**config.mk**
```make
export PLATFORM = sky130hd
export DESIGN_NAME = uart_tx_fifo_reader
export DESIGN_NICKNAME = d
export VERILOG_FILES = /design/src/rtl/uart_tx_fifo_reader.sv
export SDC_FILE = /design/constraint.sdc
export NUM_CORES = 1
export LEC_CHECK = 0
export ABC_AREA = 1
export CORE_UTILIZATION = 40
export CTS_CLUSTER_SIZE = 28
export DETAILED_ROUTE_END_ITERATION = 12
export RECOVER_POWER = 50
export SLEW_MARGIN = 0
export SYNTH_ARGS = -nofsm -noshare
export SYNTH_HDL_FRONTEND = slang
export SYNTH_SLANG_ARGS = --single-unit
```
**constraint.sdc**
```tcl
create_clock -name i_clk -period 1.91 [get_ports i_clk]
set_input_delay 0.4775 -clock i_clk [delete_from_list [all_inputs] [get_ports i_clk]]
set_output_delay 0.4775 -clock i_clk [all_outputs]
set_load 0.01 [all_outputs]
```
**src/rtl/uart_tx_fifo_reader.sv**
```systemverilog
// ----------------------------------------------------------------------------
// uart_tx_fifo_reader
//
// UART transmit engine on the read side of the TX byte FIFO. Pops one word,
// then serializes it: start bit, data LSB first, optional parity, stop bit(s).
//
// Ports:
//   i_clk           system clock
//   i_rst_n         asynchronous active-low reset (aborts any frame in flight)
//   i_enable        permits starting new frames (sampled only in IDLE)
//   i_fifo_data     FIFO read data, valid the cycle after o_fifo_read_en
//   i_fifo_empty    FIFO empty flag
//   o_fifo_read_en  one-cycle FIFO pop strobe (high only in FETCH)
//   o_tx            serial line, idle high, registered
//   o_busy          high whenever the FSM is not in IDLE
//   o_done          one-cycle pulse in the first IDLE cycle after a frame
//
// state  | meaning
// -------+---------------------------------------------------------------
// IDLE   | line high, waiting for enable and a non-empty FIFO
// FETCH  | pop strobe to the FIFO
// LOAD   | FIFO data valid; capture word and parity, drive start level
// START  | start bit on the line
// DATA   | data bits, LSB first
// PARITY | parity bit (only reached when ParityEn != 0)
// STOP   | stop bit(s)
// ----------------------------------------------------------------------------
module uart_tx_fifo_reader #(
    parameter int DataWidth  = 8,
    parameter int ClksPerBit = 434,
    parameter int ParityEn   = 0,
    parameter int ParityOdd  = 0,
    parameter int StopBits   = 1
) (
    input  logic                 i_clk,
    input  logic                 i_rst_n,
    input  logic                 i_enable,
    input  logic [DataWidth-1:0] i_fifo_data,
    input  logic                 i_fifo_empty,
    output logic                 o_fifo_read_en,
    output logic                 o_tx,
    output logic                 o_busy,
    output logic                 o_done
);

    localparam int BaudW = $clog2(ClksPerBit);
    localparam int BitW  = (DataWidth > 1) ? $clog2(DataWidth) : 1;

    localparam logic [BaudW-1:0] BaudLast   = BaudW'(ClksPerBit - 1);
    localparam logic [BitW-1:0]  BitLast    = BitW'(DataWidth - 1);
    localparam logic             StopLast   = (StopBits > 1);
    localparam logic             ParityInit = (ParityOdd != 0);
    localparam logic             HasParity  = (ParityEn != 0);

    typedef enum logic [2:0] {
        S_IDLE,
        S_FETCH,
        S_LOAD,
        S_START,
        S_DATA,
        S_PARITY,
        S_STOP
    } state_t;

    state_t               state;
    state_t               state_next;
    logic [BaudW-1:0]     baud_cnt;
    logic [BitW-1:0]      bit_cnt;
    logic                 stop_cnt;
    logic [DataWidth-1:0] shift_reg;
    logic [DataWidth-1:0] shift_next;
    logic                 parity_bit;
    logic                 tx_reg;
    logic                 done_reg;
    logic                 baud_tc;
    logic                 counting;

    always_comb begin
        state_next     = state;
        baud_tc        = (baud_cnt == BaudLast);
        counting       = 1'b0;
        shift_next     = shift_reg >> 1;
        o_fifo_read_en = 1'b0;
        o_busy         = (state != S_IDLE);

        case (state)
            S_IDLE: begin
                if (i_enable && !i_fifo_empty) begin
                    state_next = S_FETCH;
                end
            end
            S_FETCH: begin
                o_fifo_read_en = 1'b1;
                state_next     = S_LOAD;
            end
            S_LOAD: begin
                state_next = S_START;
            end
            S_START: begin
                counting = 1'b1;
                if (baud_tc) begin
                    state_next = S_DATA;
                end
            end
            S_DATA: begin
                counting = 1'b1;
                if (baud_tc && (bit_cnt == BitLast)) begin
                    state_next = HasParity ? S_PARITY : S_STOP;
                end
            end
            S_PARITY: begin
                counting = 1'b1;
                if (baud_tc) begin
                    state_next = S_STOP;
                end
            end
            S_STOP: begin
                counting = 1'b1;
                if (baud_tc && (stop_cnt == StopLast)) begin
                    state_next = S_IDLE;
                end
            end
            default: begin
                state_next = S_IDLE;
            end
        endcase
    end

    always_ff @(posedge i_clk or negedge i_rst_n) begin
        if (!i_rst_n) begin
            state <= S_IDLE;
        end else begin
            state <= state_next;
        end
    end

    // Datapath: o_tx changes on the same edge as the state transition, so each
    // line level lasts exactly ClksPerBit cycles.
    always_ff @(posedge i_clk or negedge i_rst_n) begin
        if (!i_rst_n) begin
            baud_cnt   <= '0;
            bit_cnt    <= '0;
            stop_cnt   <= 1'b0;
            shift_reg  <= '0;
            parity_bit <= 1'b0;
            tx_reg     <= 1'b1;
            done_reg   <= 1'b0;
        end else begin
            done_reg <= 1'b0;

            if (counting && !baud_tc) begin
                baud_cnt <= baud_cnt + BaudW'(1);
            end else begin
                baud_cnt <= '0;
            end

            case (state)
                S_LOAD: begin
                    shift_reg  <= i_fifo_data;
                    parity_bit <= (^i_fifo_data) ^ ParityInit;
                    tx_reg     <= 1'b0;
                    bit_cnt    <= '0;
                    stop_cnt   <= 1'b0;
                end
                S_START: begin
                    if (baud_tc) begin
                        tx_reg <= shift_reg[0];
                    end
                end
                S_DATA: begin
                    if (baud_tc) begin
                        if (bit_cnt == BitLast) begin
                            tx_reg <= HasParity ? parity_bit : 1'b1;
                        end else begin
                            bit_cnt   <= bit_cnt + BitW'(1);
                            shift_reg <= shift_next;
                            tx_reg    <= shift_next[0];
                        end
                    end
                end
                S_PARITY: begin
                    if (baud_tc) begin
                        tx_reg <= 1'b1;
                    end
                end
                S_STOP: begin
                    if (baud_tc) begin
                        if (stop_cnt == StopLast) begin
                            done_reg <= 1'b1;
                        end else begin
                            stop_cnt <= 1'b1;
                        end
                    end
                end
                default: begin
                    tx_reg <= 1'b1;
                end
            endcase
        end
    end

    assign o_tx   = tx_reg;
    assign o_done = done_reg;

endmodule

```
# Yosys cells after proc, flatten, opt, wreduce, memory -nomap -nowiden
# Index checks and enable logic that the tools add are counted.
# totals
register_bits,26
in_bits,12
output_inout_bits,4
word_cells,68
# op_classes
addsub,2
eq_ne,16
n_mux,26
n_bitwise,2
n_reduce_logical,15
# ops
cell,count
$mux 3,7
$pmux 3 s7,1
$mux 8,2
$ne 2x2->1 const B,8
$pmux 8 s2,1
$eq 3x3->1 const B,4
$mux 1,11
$add 9x1->9 const B,1
$eq 9x9->1 const B,1
$mux 9,1
$eq 3x2->1 const B,2
$pmux 3 s2,1
$pmux 1 s5,1
$reduce_and 5->1,1
$logic_and 1x1->1,4
$reduce_and 4->1,1
$reduce_bool 2->1,2
$reduce_or 4->1,1
$add 3x1->3 const B,1
$eq 3x1->1 const B,1
$logic_not 3->1,1
$reduce_and 3->1,1
$reduce_bool 3->1,1
$logic_not 1->1,2
other kinds (3),4

# Logic depth before layout (Yosys ltp)
# logic_depth
depth_word,5
mapped_depth,11
ltp_nobuf,10

# Worst setup path before layout
# OpenSTA, ideal clock, no wires.
# synth_path
kind,flip-flop to flip-flop
startpoint,reg bit_cnt[0]
endpoint,reg shift_reg[6]
setup_ns,0.074
arrival_ns,1.358
required_ns,1.836
path_slack_ns,0.478
stages_incl_launch_ff,11
n_path_buf,1
period_less_slack_ns,1.432
path_cell_list,dfrtp_1 ha_1 ha_1 inv_1 nand3_1 nand2_1 nand2_4 inv_4 buf_8 nand2_2 o21ai_2
# synth_between
elab_chain_len,3
# synth_rtl
element,line,rtl
start: declaration,68,logic [BitW-1:0] bit_cnt;
start signal: assignment,175,bit_cnt <= bit_cnt + BitW'(1);
$eq 3x3->1,172,if (bit_cnt == BitLast) begin
$ne 2x2->1 (no line),n/a,
$reduce_and 3->1 (no line),n/a,
end signal: assignment,159,shift_reg <= i_fifo_data;
end signal: assignment,176,shift_reg <= shift_next;
end: declaration,70,logic [DataWidth-1:0] shift_reg;
# Every way passes these cells.
# A chain may end at the register's enable or synchronous reset.

# Worst setup path in the final report
# layout_path
startpoint,reg state[2]
endpoint,out o_fifo_read_en
# layout_between
elab_chain_len,2
# layout_rtl
element,line,rtl
start: declaration,65,state_t state;
start signal: assignment,133,state <= state_next;
$eq 3x1->1,86,case (state)
$mux 1,86,
end: declaration,40,"output logic o_fifo_read_en,"
# Every way passes these cells.

==> reports/results.ini <==
[global_routing]
antenna_found_initial = 0
grtUsageTotal_pct = 15.59
busiest_layer = met2
use_met2_pct = 28.02
grt_use_met3_pct = 3.493
grt_pass1_vias = 1166
grt-ovfl-total = 0
use_met1_pct = 19.25
grt_pass1_wl_um = 4899
grt_max_degree = 27

[route]
drtIter0Drc = 61
route.detailed.drc = 0
via_count = 1193
ant_nets = 0
drt_wl_total_um = 2669
wl_per_cell_um = 10.76
first_pass_iters = 4
vias_per_cell = 4.810

[die]
num_rows = 21
coreArea_mm2 = 0.003416
ios = 16
dieWidth_um = 62.21
die_area_mm2 = 0.003870
die_h_um = 62.21
initial_utilization_pct = 42.45

[synthesis]
synth_cells = 178
synthTopCellsByArea = dfrtp_1, nand2_1, o21ai_2
synth.ff_latch_count = 26
ys_warn_count = 0
netlist_area_mm2 = 0.001450
syn_area_per_cell_um2 = 8.147
ys_seq_area_share_pct = 44.95
synth.distinct_cells = 26
synth.net_count = 194
synth_top_area_share_pct = 43.14
synth_area_leader_cell = dfrtp_1

[cells_and_area]
largest_reg_flops = 9
n_antenna_cell = 0
fill_cells = 353
fin_nets = 219
syn_to_final_growth_pct = 18.46
final_layout_size_suffix_gt1_share_pct = 19.80

[run]
maxCapViolCount = 0

[worst_setup_path]
required_ps = 1430
worstSetupStartpointType = flip-flop
r2r_setup_slack_ps = 260
critPathMaxFanout = 3
crit_type = reg -> out
endpoint_kind = output port
critPathBufInv = 3
timing.rr.start = state[1]$_DFFE_PN0P_
crit_arrival_ps = 1340
crit_path_max_incr_delay_ps = 440
endpoint = o_fifo_read_en
crit_family = buffers and inverters
crit_cells = 5
r2r_cells = 10
cp_slowest_cell = dfrtp_2
crit_start = state[2]$_DFFE_PN0P_
r2r-end = bit_cnt[0]$_DFFE_PN0P_
path_cells = buf_4, inv_2, nand2_1, nor2_1, dlygate4sd2_1

[min_path]
hold_depth = 2
min_path_type = reg -> reg

[timing]
finalMaxSlewViolations = 0
whs_ps = 503.1
fmax_mhz = 548.9
final.setup.tns_ps = 0
setup_viol = 0
fin_crit_ps = 1822
finClkSkew_ps = 11.13
hold_viol = 0
worst_slew_pin_slew_ps = 633.7
post-route-period-util_pct = 95.39
rsz0062_at_grt = no
max_slew_margin_pct = 57.75

[clock_tree]
cts_buffer_depth = 2
cts.clk_slew.worst_paths_ps = 120
clock_latency_ps = 320
cts.sinks = 26
cts_tree = yes
cts_buffers = 3
clockRootBuffer = clkbuf_4
htree_levels = 1

[power]
pwr-share-seq_pct = 65.9
p_int_uw = 671.5
power_frac_clock_pct = 27.4
comb_power_share_pct = 6.7
switching_share_pct = 21.12
p_per_area_mw_per_mm2 = 495.5
switching_power_uw = 179.8
p_leak_uw = 0.0008710
ir_worst_vdd_mv = 0.4004

[placement]
portBuffers = 15
gp_congestion = 0.8454
dpl.hpwl_um = 2039

[outcome]
status = complete, no violations

==> worst min-delay path by stage <==
stage / start / end
2_1_floorplan: i_rst_n / baud_cnt[0]$_DFF_PN0_
3_3_place_gp: o_tx$_DFFE_PN1P_ / o_tx$_DFFE_PN1P_
3_5_place_dp: o_tx$_DFFE_PN1P_ / o_tx$_DFFE_PN1P_
4_1_cts: i_rst_n / baud_cnt[3]$_DFF_PN0_
5_1_grt: o_tx$_DFFE_PN1P_ / o_tx$_DFFE_PN1P_
6_report: o_tx$_DFFE_PN1P_ / o_tx$_DFFE_PN1P_
==> logic make-up (layout without fill, tap and decap cells) <==
kind of cell / Yosys count / after routing / share of synthesized area, %
flops: 26 / 26 / 44.95
simple gates: 88 / 88 / 28.65
buf+inv: 30 / 54 / 9.059
compound gates: 30 / 30 / 13.89
fa+ha+maj: 4 / 4 / 3.451
==> cell type report <==
class | count | area [µm²] | area share (%)
flip-flops and latches | 26 | 653.1 | 38.02
inverters | 27 | 106.4 | 6.191
multi-input cells | 122 | 666.9 | 38.82
repair buffers | 23 | 207.7 | 12.09
well taps | 46 | 57.56 | 3.350
clock buffers | 4 | 26.28 | 1.529
==> metal layers <==
layer | wire length [µm] | up-vias
met3 | 100 | 2
met4 | 19 | 0
met5 | 0 | -
met1 | 1207 | 551
met2 | 1341 | 24
li1 | - | 616
==> Yosys cell counts <==
cell type and number:
buf_8 1, o21ai_1 4, nand3_2 1, nor2_2 2
nand2_2 3, nor3_1 5, o21ai_2 9, inv_1 20
dfstp_2 1, nand3b_1 1, nand2_4 3, nor2_1 14
o21ai_0 8, o211ai_1 1, nand2_1 44, nor3_4 1
inv_2 5, dfrtp_1 25, a21oi_1 6, nand4_1 3
buf_2 2, ha_1 4, a21oi_2 1, inv_4 2
o21ai_4 1, nand3_1 11
==> cell usage in the layout, fill, tap and decap left out, drive strengths merged <==
cell type      netlist  routed
o21ai               22      22
clkdlybuf4s50        0      11
nand2               50      50
ha                   4       4
nand4                3       3
nor2                16      16
dlygate4sd3          0       1
nand3b               1       1
buf                  3       6
a21oi                7       7
inv                 27      27
dfstp                1       1
dfrtp               25      25
dlygate4sd2          0       1
dlymetal6s2s         0       2
o211ai               1       1
clkbuf               0       6
nor3                 6       6
nand3               12      12
==> power by group through the flow <==
stage | sequential (µW) | combinational, µW | clock, µW
6_report | 561 | 56.9 | 233
2_1_floorplan | 571 | 21.4 | 0
4_1_cts | 561 | 60.0 | 253
5_1_grt | 562 | 65.7 | 267
3_3_place_gp | 571 | 58.3 | 0
3_5_place_dp | 572 | 59.9 | 0
==> repair_timing <==
action                                  4_1_cts  5_1_grt
endpoints found under the setup margin        2        2
gates resized for setup                       2        2
pin swaps                                     0        0
setup buffers                                 3        0
hold buffers                                  0        0
==> worst min-delay path, stage by stage, from the launching register on <==
cell and delay [ps]:
dfstp_2 390, nand2_1 60, o21ai_1 60
==> per-stage QoR <==
stage	instances	total power, µW	area [µm²]	utilization, %	worst slack (ps)
4_1_cts	248	874.1	1719	50.33	17.87
3_5_place_dp	241	631.6	1670	48.90	190.3
3_3_place_gp	241	629.8	1670	48.90	219.4
2_1_floorplan	178	592.5	1450	-	477.8
5_1_grt	248	894.6	1718	50.29	4.588
6_report	248	851.3	1718	50.29	88.13
Power figures use the tool's default switching activity.
